## src/rtl/mem_arb_pkg.sv

```systemverilog
// ---------------------------------------------------------------------------
// mem_arb_pkg
//   Shared types and constants for the unified-memory port arbiter.
//   - arb_state_t : arbiter FSM states (IDLE, BUSY_IF, BUSY_DM)
//   - arb_owner_t : which pipeline stage owns / last owned the memory port
//   - TMO_CYC_DEFAULT / TMO_W : default timeout length and its counter width
// ---------------------------------------------------------------------------
package mem_arb_pkg;

   localparam int unsigned TMO_CYC_DEFAULT = 32'd16;
   localparam int unsigned TMO_W           = $clog2(TMO_CYC_DEFAULT);

   typedef enum logic [1:0] {
      IDLE    = 2'd0,
      BUSY_IF = 2'd1,
      BUSY_DM = 2'd2
   } arb_state_t;

   typedef enum logic {
      OWN_IF = 1'b0,
      OWN_DM = 1'b1
   } arb_owner_t;

endpackage

```

## src/rtl/arb_timeout_ctr.sv

```systemverilog
// ---------------------------------------------------------------------------
// arb_timeout_ctr
//   Counts busy cycles that pass without a memory response and flags the
//   cycle in which the count reaches LIMIT-1, so that the owner's timeout
//   response becomes visible LIMIT cycles after the grant.
//   Ports:
//     clk     in  system clock
//     rst     in  asynchronous active-low reset
//     clr     in  restart the count (new access granted)
//     en      in  count this cycle (busy, no response)
//     expired out this counting cycle takes the count to LIMIT-1
//   Parameter LIMIT must be >= 2.
// ---------------------------------------------------------------------------
module arb_timeout_ctr #(
   parameter int unsigned LIMIT = 32'd16
) (
   input  logic clk,
   input  logic rst,
   input  logic clr,
   input  logic en,
   output logic expired
);

   localparam int unsigned CW   = $clog2(LIMIT);
   localparam logic [CW-1:0] LAST = CW'(LIMIT - 32'd2);

   logic [CW-1:0] count;

   // Busy-cycle counter: restarts on every grant, advances while waiting.
   always_ff @(posedge clk or negedge rst) begin
      if (!rst) begin
         count <= '0;
      end else if (clr) begin
         count <= '0;
      end else if (en) begin
         count <= count + CW'(1);
      end else begin
         count <= count;
      end
   end

   // Flag the waiting cycle whose increment would reach LIMIT-1.
   assign expired = en & (count == LAST);

endmodule

```

## src/rtl/mem_port_arbiter.sv

```systemverilog
// ---------------------------------------------------------------------------
// mem_port_arbiter
//   Shares one single-port memory between instruction fetch (if_*) and the
//   data memory stage (dm_*). One access is in flight at a time; a new one
//   can be accepted while idle or in the cycle the pending response lands.
//   Grants are combinational; responses to the owner are registered.
//   Ports:
//     clk, rst                 clock, asynchronous active-low reset
//     if_req/if_addr           fetch read request
//     if_gnt                   fetch accepted this cycle
//     if_rvalid/if_rdata       fetch response pulse and data
//     dm_req/dm_we/dm_addr/dm_wdata  data load/store request
//     dm_gnt                   data request accepted this cycle
//     dm_rvalid/dm_rdata       data response pulse (rdata 0 for stores)
//     mem_req/mem_we/mem_addr/mem_wdata  memory command (1 cycle per access)
//     mem_rvalid/mem_rdata     memory response
//     tmo_err                  sticky timeout flag, cleared only by reset
//   Configuration:
//     ARB_RR_EN  defined  : round-robin between the two requesters
//                undefined: data stage always wins a collision
// ---------------------------------------------------------------------------
module mem_port_arbiter
   import mem_arb_pkg::*;
#(
   parameter int unsigned AW      = 32'd32,
   parameter int unsigned DW      = 32'd32,
   parameter int unsigned TMO_CYC = mem_arb_pkg::TMO_CYC_DEFAULT
) (
   input  logic          clk,
   input  logic          rst,
   input  logic          if_req,
   input  logic [AW-1:0] if_addr,
   output logic          if_gnt,
   output logic          if_rvalid,
   output logic [DW-1:0] if_rdata,
   input  logic          dm_req,
   input  logic          dm_we,
   input  logic [AW-1:0] dm_addr,
   input  logic [DW-1:0] dm_wdata,
   output logic          dm_gnt,
   output logic          dm_rvalid,
   output logic [DW-1:0] dm_rdata,
   output logic          mem_req,
   output logic          mem_we,
   output logic [AW-1:0] mem_addr,
   output logic [DW-1:0] mem_wdata,
   input  logic          mem_rvalid,
   input  logic [DW-1:0] mem_rdata,
   output logic          tmo_err
);

   arb_state_t state;
   logic       pendingStore;
   logic       canAccept;
   logic       pickDm;
   logic       ifGrant;
   logic       dmGrant;
   logic       busy;
   logic       timerEn;
   logic       timedOut;

`ifdef ARB_RR_EN
   arb_owner_t lastOwner;
`endif

   assign busy    = (state == BUSY_IF) || (state == BUSY_DM);
   assign timerEn = busy & ~mem_rvalid;

   // Acceptance window and requester selection.
   always_comb begin
      canAccept = 1'b0;
      pickDm    = 1'b0;
      case (state)
         IDLE:    canAccept = 1'b1;
         BUSY_IF: canAccept = mem_rvalid;
         BUSY_DM: canAccept = mem_rvalid;
         default: canAccept = 1'b0;
      endcase
`ifdef ARB_RR_EN
      // On a collision the stage that did not go last wins.
      if (if_req && dm_req) begin
         pickDm = (lastOwner == OWN_IF);
      end else begin
         pickDm = dm_req;
      end
`else
      // The older instruction in M always goes first.
      pickDm = dm_req;
`endif
      dmGrant = canAccept & dm_req & pickDm;
      ifGrant = canAccept & if_req & ~dmGrant;
   end

   assign if_gnt = ifGrant;
   assign dm_gnt = dmGrant;

   // Memory command mux; idle bus is driven to zero.
   always_comb begin
      mem_req   = 1'b0;
      mem_we    = 1'b0;
      mem_addr  = '0;
      mem_wdata = '0;
      if (dmGrant) begin
         mem_req   = 1'b1;
         mem_we    = dm_we;
         mem_addr  = dm_addr;
         mem_wdata = dm_wdata;
      end else if (ifGrant) begin
         mem_req   = 1'b1;
         mem_we    = 1'b0;
         mem_addr  = if_addr;
         mem_wdata = '0;
      end else begin
         mem_req   = 1'b0;
         mem_we    = 1'b0;
         mem_addr  = '0;
         mem_wdata = '0;
      end
   end

   arb_timeout_ctr #(
      .LIMIT (TMO_CYC)
   ) uTimeout (
      .clk     (clk),
      .rst     (rst),
      .clr     (ifGrant | dmGrant),
      .en      (timerEn),
      .expired (timedOut)
   );

   // Arbiter FSM with registered owner responses and sticky timeout flag.
   always_ff @(posedge clk or negedge rst) begin
      if (!rst) begin
         state        <= IDLE;
         pendingStore <= 1'b0;
         if_rvalid    <= 1'b0;
         if_rdata     <= '0;
         dm_rvalid    <= 1'b0;
         dm_rdata     <= '0;
         tmo_err      <= 1'b0;
      end else begin
         if_rvalid <= 1'b0;
         dm_rvalid <= 1'b0;

         // Route the response (or a zero-data timeout response) to the owner.
         case (state)
            BUSY_IF: begin
               if (mem_rvalid) begin
                  if_rvalid <= 1'b1;
                  if_rdata  <= mem_rdata;
               end else if (timedOut) begin
                  if_rvalid <= 1'b1;
                  if_rdata  <= '0;
                  tmo_err   <= 1'b1;
               end
            end
            BUSY_DM: begin
               if (mem_rvalid) begin
                  dm_rvalid <= 1'b1;
                  dm_rdata  <= pendingStore ? '0 : mem_rdata;
               end else if (timedOut) begin
                  dm_rvalid <= 1'b1;
                  dm_rdata  <= '0;
                  tmo_err   <= 1'b1;
               end
            end
            default: begin
               // IDLE (or an unreachable code): responses are ignored here.
            end
         endcase

         // Next state: a same-cycle grant takes precedence over going idle.
         if (dmGrant) begin
            state        <= BUSY_DM;
            pendingStore <= dm_we;
         end else if (ifGrant) begin
            state        <= BUSY_IF;
            pendingStore <= 1'b0;
         end else if (!busy || mem_rvalid || timedOut) begin
            state        <= IDLE;
         end
      end
   end

`ifdef ARB_RR_EN
   // Remember who was granted last for the round-robin decision.
   always_ff @(posedge clk or negedge rst) begin
      if (!rst) begin
         lastOwner <= OWN_IF;
      end else if (dmGrant) begin
         lastOwner <= OWN_DM;
      end else if (ifGrant) begin
         lastOwner <= OWN_IF;
      end else begin
         lastOwner <= lastOwner;
      end
   end
`endif

endmodule
```

## config.mk

```make
export PLATFORM = sky130hd
export DESIGN_NAME = mem_port_arbiter
export DESIGN_NICKNAME = d
export VERILOG_FILES = /design/src/rtl/mem_arb_pkg.sv /design/src/rtl/arb_timeout_ctr.sv /design/src/rtl/mem_port_arbiter.sv
export SDC_FILE = /design/constraint.sdc
export NUM_CORES = 1
export LEC_CHECK = 0
export ABC_CLOCK_PERIOD_IN_PS = 2000
export BUFFER_PORTS_ARGS = -buffer_cell sky130_fd_sc_hd__buf_2
export CORE_AREA = 2 2 104 106
export DETAILED_ROUTE_END_ITERATION = 8
export DIE_AREA = 0 0 106 108
export GPL_ROUTABILITY_DRIVEN = 0
export PLACE_DENSITY = 0.69
export SYNTH_ARGS = -nofsm -noshare
export SYNTH_HDL_FRONTEND = slang
export SYNTH_SLANG_ARGS = --single-unit
export TNS_END_PERCENT = 10
```

## constraint.sdc

```tcl
create_clock -name clk -period 2 [get_ports clk]
set_input_delay 0.1 -clock clk [delete_from_list [all_inputs] [get_ports clk]]
set_output_delay 0.1 -clock clk [all_outputs]
set_load 0.02 [all_outputs]
```

=== Yosys cells after proc, flatten, opt, wreduce, memory -nomap -nowiden ===
Index checks and enable logic that the tools add are counted.

* Add/subtract/negate cells: 1
* Eq/ne operators: 3
* Mux-type cells: 22
* Bitwise gates (word level): 9
* Reduce and logical (&&, ||, !) cells: 13

{| class="wikitable"
|+ Operator list
! kind !! number
|-
| $mux 32 || 7
|-
| $mux 1 || 9
|-
| $mux 4 || 2
|-
| $and 1x1->1 || 6
|-
| $mux 2 || 3
|-
| $reduce_bool 2->1 || 3
|-
| $add 4x1->4 const B || 1
|-
| $eq 4x4->1 const B || 1
|-
| $reduce_and 2->1 || 2
|-
| $logic_or 1x1->1 || 3
|-
| $reduce_and 3->1 || 1
|-
| $reduce_bool 3->1 || 1
|-
| $eq 2x1->1 const B || 1
|-
| $eq 2x2->1 const B || 1
|-
| $logic_not 2->1 || 1
|-
| $not 1->1 || 2
|-
| $pmux 1 s2 || 1
|-
| $reduce_or 2->1 || 1
|-
| $logic_not 1->1 || 1
|-
| $or 1x1->1 || 1
|}

* Bits in registers: 74
* Bits of input ports: 134
* Output and inout port bits: 135
* Word-level logic and storage cells: 56

=== Logic depth before layout (Yosys ltp) ===
* Depth after elaboration: 9
* Gate-level depth with buffers: 7
* Gate-level depth less buffers: 5

=== Hierarchy ===
Synthesis repeated with hierarchy kept, for this count alone.

* Cells, all modules: 382
* Area, all modules: 3633.5 um2

{| class="wikitable"
|+ Modules (own cells, without submodules)
! module !! times used !! cells an instance !! area each (um2) !! sequential area each (um2)
|-
| mem_port_arbiter || 1 || 362 || 3410.8 || 1751.7
|-
| arb_timeout_ctr || 1 || 20 || 222.7 || 100.1
|}

=== Worst setup path before layout ===
OpenSTA, ideal clock, no wires.

* Path type: flip-flop to flip-flop
* Start point: register state[0]
* End point: register state[1]
* Library setup time: 0.176 ns
* Arrival: 1.851 ns
* Slack: -0.026 ns
* Cell stages (with the launch flop): 6
* Buffers on the path: 0
* Cell sequence: dfrtp_1 -> inv_1 -> ha_1 -> a21oi_1 -> nor3_1 -> o22ai_1

* Cells in the longest elaborated chain, start to end: 9
* Elaborated cells on any way between the ends: 19
* Classes of those cells: eq/ne (2); mux (3); bitwise (7); reduce/logical (7)

{| class="wikitable"
|+ Ends and longest elaborated chain
! what !! line !! source
|-
| start: declaration || mem_port_arbiter.sv:52 || <nowiki>arb_state_t state;</nowiki>
|-
| start signal: assignment || mem_port_arbiter.sv:134 || <nowiki>state <= IDLE;</nowiki>
|-
| start signal: assignment || mem_port_arbiter.sv:174 || <nowiki>state <= BUSY_DM;</nowiki>
|-
| start signal: assignment || mem_port_arbiter.sv:177 || <nowiki>state <= BUSY_IF;</nowiki>
|-
| $eq 2x1->1 or $eq 2x2->1 (tied branches) || mem_port_arbiter.sv:66, mem_port_arbiter.sv:73 ||
|-
| $reduce_or 2->1 (no source line) || - ||
|-
| $pmux 1 s2 || mem_port_arbiter.sv:73 || <nowiki>case (state)</nowiki>
|-
| $and 1x1->1 (2 in series) || mem_port_arbiter.sv:90 || <nowiki>dmGrant = canAccept & dm_req & pickDm;</nowiki>
|-
| $not 1->1 || mem_port_arbiter.sv:91 || <nowiki>ifGrant = canAccept & if_req & ~dmGrant;</nowiki>
|-
| $and 1x1->1 || mem_port_arbiter.sv:91 ||
|-
| $mux 2 || mem_port_arbiter.sv:176 || <nowiki>end else if (ifGrant) begin</nowiki>
|-
| $mux 2 || mem_port_arbiter.sv:173 || <nowiki>if (dmGrant) begin</nowiki>
|}

Several ways; a longest one is shown, not always the timed one.
A chain may end at the register's enable or synchronous reset.

=== Final worst setup path ===
* Start point: register state[1]
* End point: output port mem_addr[22]

* Cells in the longest elaborated chain, start to end: 9
* Elaborated cells on any way between the ends: 12
* Classes of those cells: eq/ne (2); mux (3); bitwise (5); reduce/logical (2)

{| class="wikitable"
|+ Ends and longest elaborated chain
! what !! line !! source
|-
| $eq 2x1->1 or $eq 2x2->1 (tied branches) || mem_port_arbiter.sv:73 ||
|-
| $reduce_or 2->1 (no source line) || - ||
|-
| $pmux 1 s2 * || mem_port_arbiter.sv:73 ||
|-
| $and 1x1->1 (2 in series) || mem_port_arbiter.sv:90 ||
|-
| $not 1->1 || mem_port_arbiter.sv:91 ||
|-
| $and 1x1->1 || mem_port_arbiter.sv:91 ||
|-
| $mux 32 || mem_port_arbiter.sv:108 || <nowiki>end else if (ifGrant) begin</nowiki>
|-
| $mux 32 * || mem_port_arbiter.sv:103 || <nowiki>if (dmGrant) begin</nowiki>
|-
| end: declaration || mem_port_arbiter.sv:45 || <nowiki>output logic [AW-1:0] mem_addr,</nowiki>
|}

Every way passes the cells marked *; elsewhere a longest branch is shown, timed or not.

==> report_table.html <==
<table>
<tr><th>Metric</th><th>Value</th></tr>
<tr><th colspan="2">Synthesis</th></tr>
<tr><td>Net Count, Synth</td><td>between 400 and 500</td></tr>
<tr><td>Most used flip-flop cell after synthesis</td><td>sky130_fd_sc_hd__dfrtp_1</td></tr>
<tr><td>Share of the synthesized netlist area taken by xor and xnor gates</td><td>0.00514</td></tr>
<tr><td>Sequential cell area fraction in the yosys report</td><td>0.543</td></tr>
<tr><td>Cell types with the largest area share after synthesis</td><td>sky130_fd_sc_hd__dfrtp_1 (54%), sky130_fd_sc_hd__a22o_1 (16%), sky130_fd_sc_hd__a22oi_1 (7.0%), sky130_fd_sc_hd__and2_1 (6.2%), sky130_fd_sc_hd__nor2_1 (4.2%)</td></tr>
<tr><td>Async set or reset register ratio after synthesis</td><td>1.00</td></tr>
<tr><td>Number of synthesized register bits</td><td>74</td></tr>
<tr><td>Mapped Area</td><td>3410 sq um</td></tr>
<tr><td>Dominant cell by count in the synthesized netlist</td><td>sky130_fd_sc_hd__dfrtp_1</td></tr>
<tr><td>Share of the synthesized area in the top cell type</td><td>0.543</td></tr>
<tr><td>Cell taking the most area after synthesis</td><td>sky130_fd_sc_hd__dfrtp_1</td></tr>
<tr><td>Post-Synth Simple-Gate Area</td><td>0.134</td></tr>
<tr><td>Number of enable-type register cells in the synthesized netlist</td><td>0</td></tr>
<tr><td>Cell count after synthesis</td><td>311</td></tr>
<tr><td>Synthesized-area fraction occupied by adder cells</td><td>0.0220</td></tr>
<tr><td>List of most frequent post-synthesis cells</td><td>sky130_fd_sc_hd__dfrtp_1 (74), sky130_fd_sc_hd__a22o_1 (64), sky130_fd_sc_hd__nor2_1 (38)</td></tr>
<tr><td>Share of the synthesized area in compound gates (AO/OA/AOI/OAI)</td><td>0.252</td></tr>
<tr><td>Count of warnings emitted by yosys</td><td>0</td></tr>
<tr><td>Number of distinct library cells after synthesis</td><td>29</td></tr>
<tr><td>Multiplexer fraction of the synthesized cell area</td><td>0</td></tr>
<tr><td>Mean post-synth cell area</td><td>11.0 sq um</td></tr>
<tr><td>Largest family of logic cells by synthesized area</td><td>compound AO/OA/AOI/OAI gates</td></tr>
<tr><th colspan="2">Hold path</th></tr>
<tr><td>Sink of the worst hold path</td><td>state[0]</td></tr>
<tr><td>Hold crit path type</td><td>primary input to flip-flop</td></tr>
<tr><td>Hold_sp</td><td>if_req</td></tr>
<tr><td>WHS Path Cells</td><td>3</td></tr>
<tr><th colspan="2">Timing</th></tr>
<tr><td>Slew Viols, Final</td><td>0</td></tr>
<tr><td>Skew final</td><td>0.00830 ns</td></tr>
<tr><td>Fraction of the cycle the final worst path needs</td><td>1.04</td></tr>
<tr><td>Number of hold violations in the final report</td><td>0</td></tr>
<tr><td>Final Setup Violations</td><td>47</td></tr>
<tr><td>Worst relative slew slack</td><td>0.592</td></tr>
<tr><td>Peak clock frequency supported by timing</td><td>480 MHz</td></tr>
<tr><td>Slew of the pin with the lowest slew margin</td><td>approximately 0.61 ns</td></tr>
<tr><td>Crit path setup slack, layout</td><td>-0.0845 ns</td></tr>
<tr><td>Final period demand of the worst path</td><td>2.08 ns</td></tr>
<tr><td>Setup TNS after final layout</td><td>-2.21 ns</td></tr>
<tr><td>Unrepaired setup endpoints after global routing</td><td>yes</td></tr>
<tr><th colspan="2">GRT</th></tr>
<tr><td>First-pass GRT wire length</td><td>21,600 microns</td></tr>
<tr><td>Pin count of the biggest net entering global routing</td><td>35</td></tr>
<tr><td>Initial antenna violation count</td><td>1</td></tr>
<tr><td>Overall routing resource usage</td><td>0.248</td></tr>
<tr><td>Via count of the first global-routing pass</td><td>approximately 4,000</td></tr>
<tr><td>Overflow left after global routing</td><td>0</td></tr>
<tr><th colspan="2">CTS</th></tr>
<tr><td>Clock tree sinks</td><td>74</td></tr>
<tr><td>Source-to-sink clock delay at the later pin of the worst-skew pair</td><td>0.35 ns</td></tr>
<tr><td>CTS Buf Count</td><td>9</td></tr>
<tr><td>Clock edge transition at the registers on the reported setup and hold paths</td><td>0.07 ns</td></tr>
<tr><td>Clock tree from TritonCTS</td><td>yes</td></tr>
<tr><td>CTS root buffer</td><td>sky130_fd_sc_hd__clkbuf_8</td></tr>
<tr><td>Clock Tree Buf Depth</td><td>2</td></tr>
<tr><td>Number of H-tree levels</td><td>3</td></tr>
<tr><th colspan="2">Power</th></tr>
<tr><td>Internal power</td><td>5.80 mW</td></tr>
<tr><td>Clock share of power</td><td>0.124</td></tr>
<tr><td>Combinational group share of total power</td><td>0.624</td></tr>
<tr><td>Maximum resistive drop on vdd</td><td>0.000695 V</td></tr>
<tr><td>Proportion of power drawn by flip-flops and latches</td><td>0.252</td></tr>
<tr><td>Leakage power</td><td>3.24 nW</td></tr>
<tr><td>Switching power of the nets</td><td>4.36 mW</td></tr>
<tr><td>Fraction of power spent switching nets</td><td>0.429</td></tr>
<tr><td>Total power divided by cell area</td><td>1630 nW/um^2</td></tr>
<tr><th colspan="2">Setup path</th></tr>
<tr><td>Worst Path Max Fanout</td><td>16</td></tr>
<tr><td>Terminus of the critical flop-to-flop path</td><td>if_rdata[14]</td></tr>
<tr><td>CP dominant cell by count</td><td>sky130_fd_sc_hd__buf_4</td></tr>
<tr><td>Worst setup path category</td><td>flip-flop to output pin</td></tr>
<tr><td>Gate family responsible for the most delay along the worst path</td><td>buffers and inverters</td></tr>
<tr><td>Number of cells traversed by the worst register-to-register path</td><td>6</td></tr>
<tr><td>Buffers plus inverters on the worst setup path</td><td>4</td></tr>
<tr><td>Delay of the slowest cell on the worst path</td><td>a little over 0.4 ns</td></tr>
<tr><td>Cell chain of the critical path</td><td>buf_4, ha_2, buf_4, or2_4, buf_16, nor2_1, buf_4</td></tr>
<tr><td>Cell with the biggest individual delay on the critical path</td><td>sky130_fd_sc_hd__dfrtp_1</td></tr>
<tr><td>Reg-to-reg slack, setup</td><td>between 0.15 and 0.2 ns</td></tr>
<tr><td>Data arrival time of the critical path</td><td>1.98 ns</td></tr>
<tr><td>Worst EP required</td><td>1.90 ns</td></tr>
<tr><td>Crit end category</td><td>output pin</td></tr>
<tr><td>Worst setup SP type</td><td>flip-flop</td></tr>
<tr><td>Launching point of the worst reg2reg path</td><td>state[0]</td></tr>
<tr><th colspan="2">Cells and area</th></tr>
<tr><td>Post-layout net count</td><td>764</td></tr>
<tr><td>Layout filler cell count</td><td>855</td></tr>
<tr><td>Layout cell share with drive strength beyond 1</td><td>0.580</td></tr>
<tr><td>Antenna diode count</td><td>0</td></tr>
<tr><td>Relative area change from synthesis to final layout</td><td>82.5%</td></tr>
<tr><td>Final std cell area, no fill</td><td>6220 sq um</td></tr>
<tr><td>Number of standard cells in the final layout excluding fillers</td><td>765</td></tr>
<tr><th colspan="2">Die</th></tr>
<tr><td>Floorplan Core Area</td><td>a little over 10,000 sq um</td></tr>
<tr><td>Number of top-level pins</td><td>about 270</td></tr>
<tr><td>Effective utilization at floorplan</td><td>0.333</td></tr>
<tr><td>Height of the die</td><td>108 microns</td></tr>
<tr><td>Horiz. Die Dim</td><td>~110 microns</td></tr>
<tr><td>Die Footprint</td><td>11,400 sq um</td></tr>
<tr><td>Placement row count</td><td>37</td></tr>
<tr><th colspan="2">Outcome</th></tr>
<tr><td>Outcome</td><td>finished, violations left</td></tr>
<tr><td>Failing checks</td><td>setup timing</td></tr>
<tr><th colspan="2">Placed design</th></tr>
<tr><td>Detailed-placement wirelength estimate</td><td>about 11,000 microns</td></tr>
<tr><td>Number of placed cells counting well taps</td><td>~700</td></tr>
<tr><td>Number of port buffers</td><td>268</td></tr>
<tr><td>Area after detailed placement</td><td>4980 sq um</td></tr>
<tr><th colspan="2">Flow run</th></tr>
<tr><td>Maximum Capacitance Violations</td><td>0</td></tr>
<tr><th colspan="2">Detailed routing</th></tr>
<tr><td>Vias per cell</td><td>between 5 and 6</td></tr>
<tr><td>DRC Markers</td><td>0</td></tr>
<tr><td>Remaining number of nets flagged by the antenna check after routing</td><td>0</td></tr>
<tr><td>Vias after detailed routing</td><td>3,950</td></tr>
<tr><td>Total wire length</td><td>around 15,000 microns</td></tr>
<tr><td>Drt wl/cell</td><td>19.8 microns</td></tr>
<tr><td>DRT Pass-1 Iters</td><td>6</td></tr>
<tr><td>Number of DRC markers after the initial detailed-route iteration</td><td>364</td></tr>
</table>
## layout make-up
| cell class | count | area [sq um] | area share |
|---|---|---|---|
| repair buffers | 330 | 2340 | 0.377 |
| flip-flops and latches | 74 | 1850 | 0.298 |
| multi-input cells | 203 | 1620 | 0.260 |
| well taps | 136 | 170 | 0.0274 |
| clock buffers | 14 | 153 | 0.0245 |
| clock inverters | 2 | 60.1 | 0.00966 |
| inverters | 6 | 22.5 | 0.00362 |
## worst reg2reg max path, stage by stage (launching register included)
cell and delay (ns):
sky130_fd_sc_hd__dfrtp_1 0.42, sky130_fd_sc_hd__buf_4 0.15, sky130_fd_sc_hd__buf_4 0.13, sky130_fd_sc_hd__ha_1 0.22, sky130_fd_sc_hd__and2_1 0.36, sky130_fd_sc_hd__buf_12 0.26, sky130_fd_sc_hd__a22o_1 0.20
## sequential cells by signal, summed over array words and instances (netlist names)
register        cells
dm_rdata           32
dm_rvalid           1
if_rdata           32
if_rvalid           1
pendingStore        1
state               2
tmo_err             1
uTimeout.count      4
## power by group through the flow
stage | combinational [mW] | sequential (mW) | clock, mW
detailed placement | 4.87 | 2.56 | 0
global route | 6.67 | 2.65 | 1.37
global placement | 4.79 | 2.53 | 0
floorplan | 2.21 | 3.30 | 0
finish | 6.35 | 2.56 | 1.26
CTS | 5.74 | 2.55 | 1.29
## metrics by stage
stage / total power, mW / hold slack (ns) / setup slack (ns) / util
6_report: 10.2 / 0.208 / -0.0845 / 0.608
5_1_grt: 10.7 / 0.210 / -0.138 / 0.608
4_1_cts: 9.58 / 0.156 / -0.0446 / 0.573
3_5_place_dp: 7.43 / 0.117 / -0.286 / 0.486
3_3_place_gp: 7.33 / 0.113 / -0.144 / 0.486
2_1_floorplan: 5.52 / -0.196 / 0.139 / -
## cells in the final DEF (no fill, tap or decap), types with 10 or more instances in the layout
cell and instances:
sky130_fd_sc_hd__a22o_1 64, sky130_fd_sc_hd__a22oi_1 32, sky130_fd_sc_hd__and2_1 10, sky130_fd_sc_hd__and2_4 24, sky130_fd_sc_hd__buf_2 204, sky130_fd_sc_hd__buf_4 34
sky130_fd_sc_hd__buf_6 51, sky130_fd_sc_hd__clkbuf_8 10, sky130_fd_sc_hd__dfrtp_1 74, sky130_fd_sc_hd__dlygate4sd3_1 34, sky130_fd_sc_hd__nor2_1 18, sky130_fd_sc_hd__nor2_2 13
## worst max path at each step
| stage | start | to | slack [ns] | cells past startpoint |
|---|---|---|---|---|
| final | state[1] | mem_addr[22] | -0.08 | 7 |
| after detailed placement | state[0] | mem_wdata[25] | -0.29 | 6 |
| after floorplan | state[0] | mem_addr[10] | 0.14 | 7 |
| after global placement | state[0] | mem_wdata[25] | -0.14 | 6 |
| after CTS | state[0] | mem_wdata[15] | -0.04 | 8 |
| after global routing | state[1] | mem_addr[10] | -0.14 | 7 |
## what timing repair did
| item | 4_1_cts | 5_1_grt |
|---|---|---|
| hold endpoints to repair | 86 | 0 |
| pin swaps | 8 | 22 |
| gates resized for setup | 76 | 106 |
| setup buffers | 6 | 3 |
| gates cloned | 2 | 1 |
| setup endpoints to repair | 67 | 66 |
| hold buffers | 34 | 0 |
## cells by family after synthesis
group,Yosys count
adders and majority gates,6
DFF,74
and+or+nand+nor,88
xor gates and xnor gates,2
buffers and inverters,35
AOI/OAI and AO/OA,106
## metal layers
layer,vias up,wire [microns],global-route usage,part of all wire
li1,1754,-,-,-
met1,1902,5440,0.297,0.36
met2,247,7920,0.419,0.52
met3,45,1320,0.0669,0.087
met4,2,467,0.115,0.031
met5,-,13,0,0.00086
Note: power is estimated with default switching activity, not from simulation.
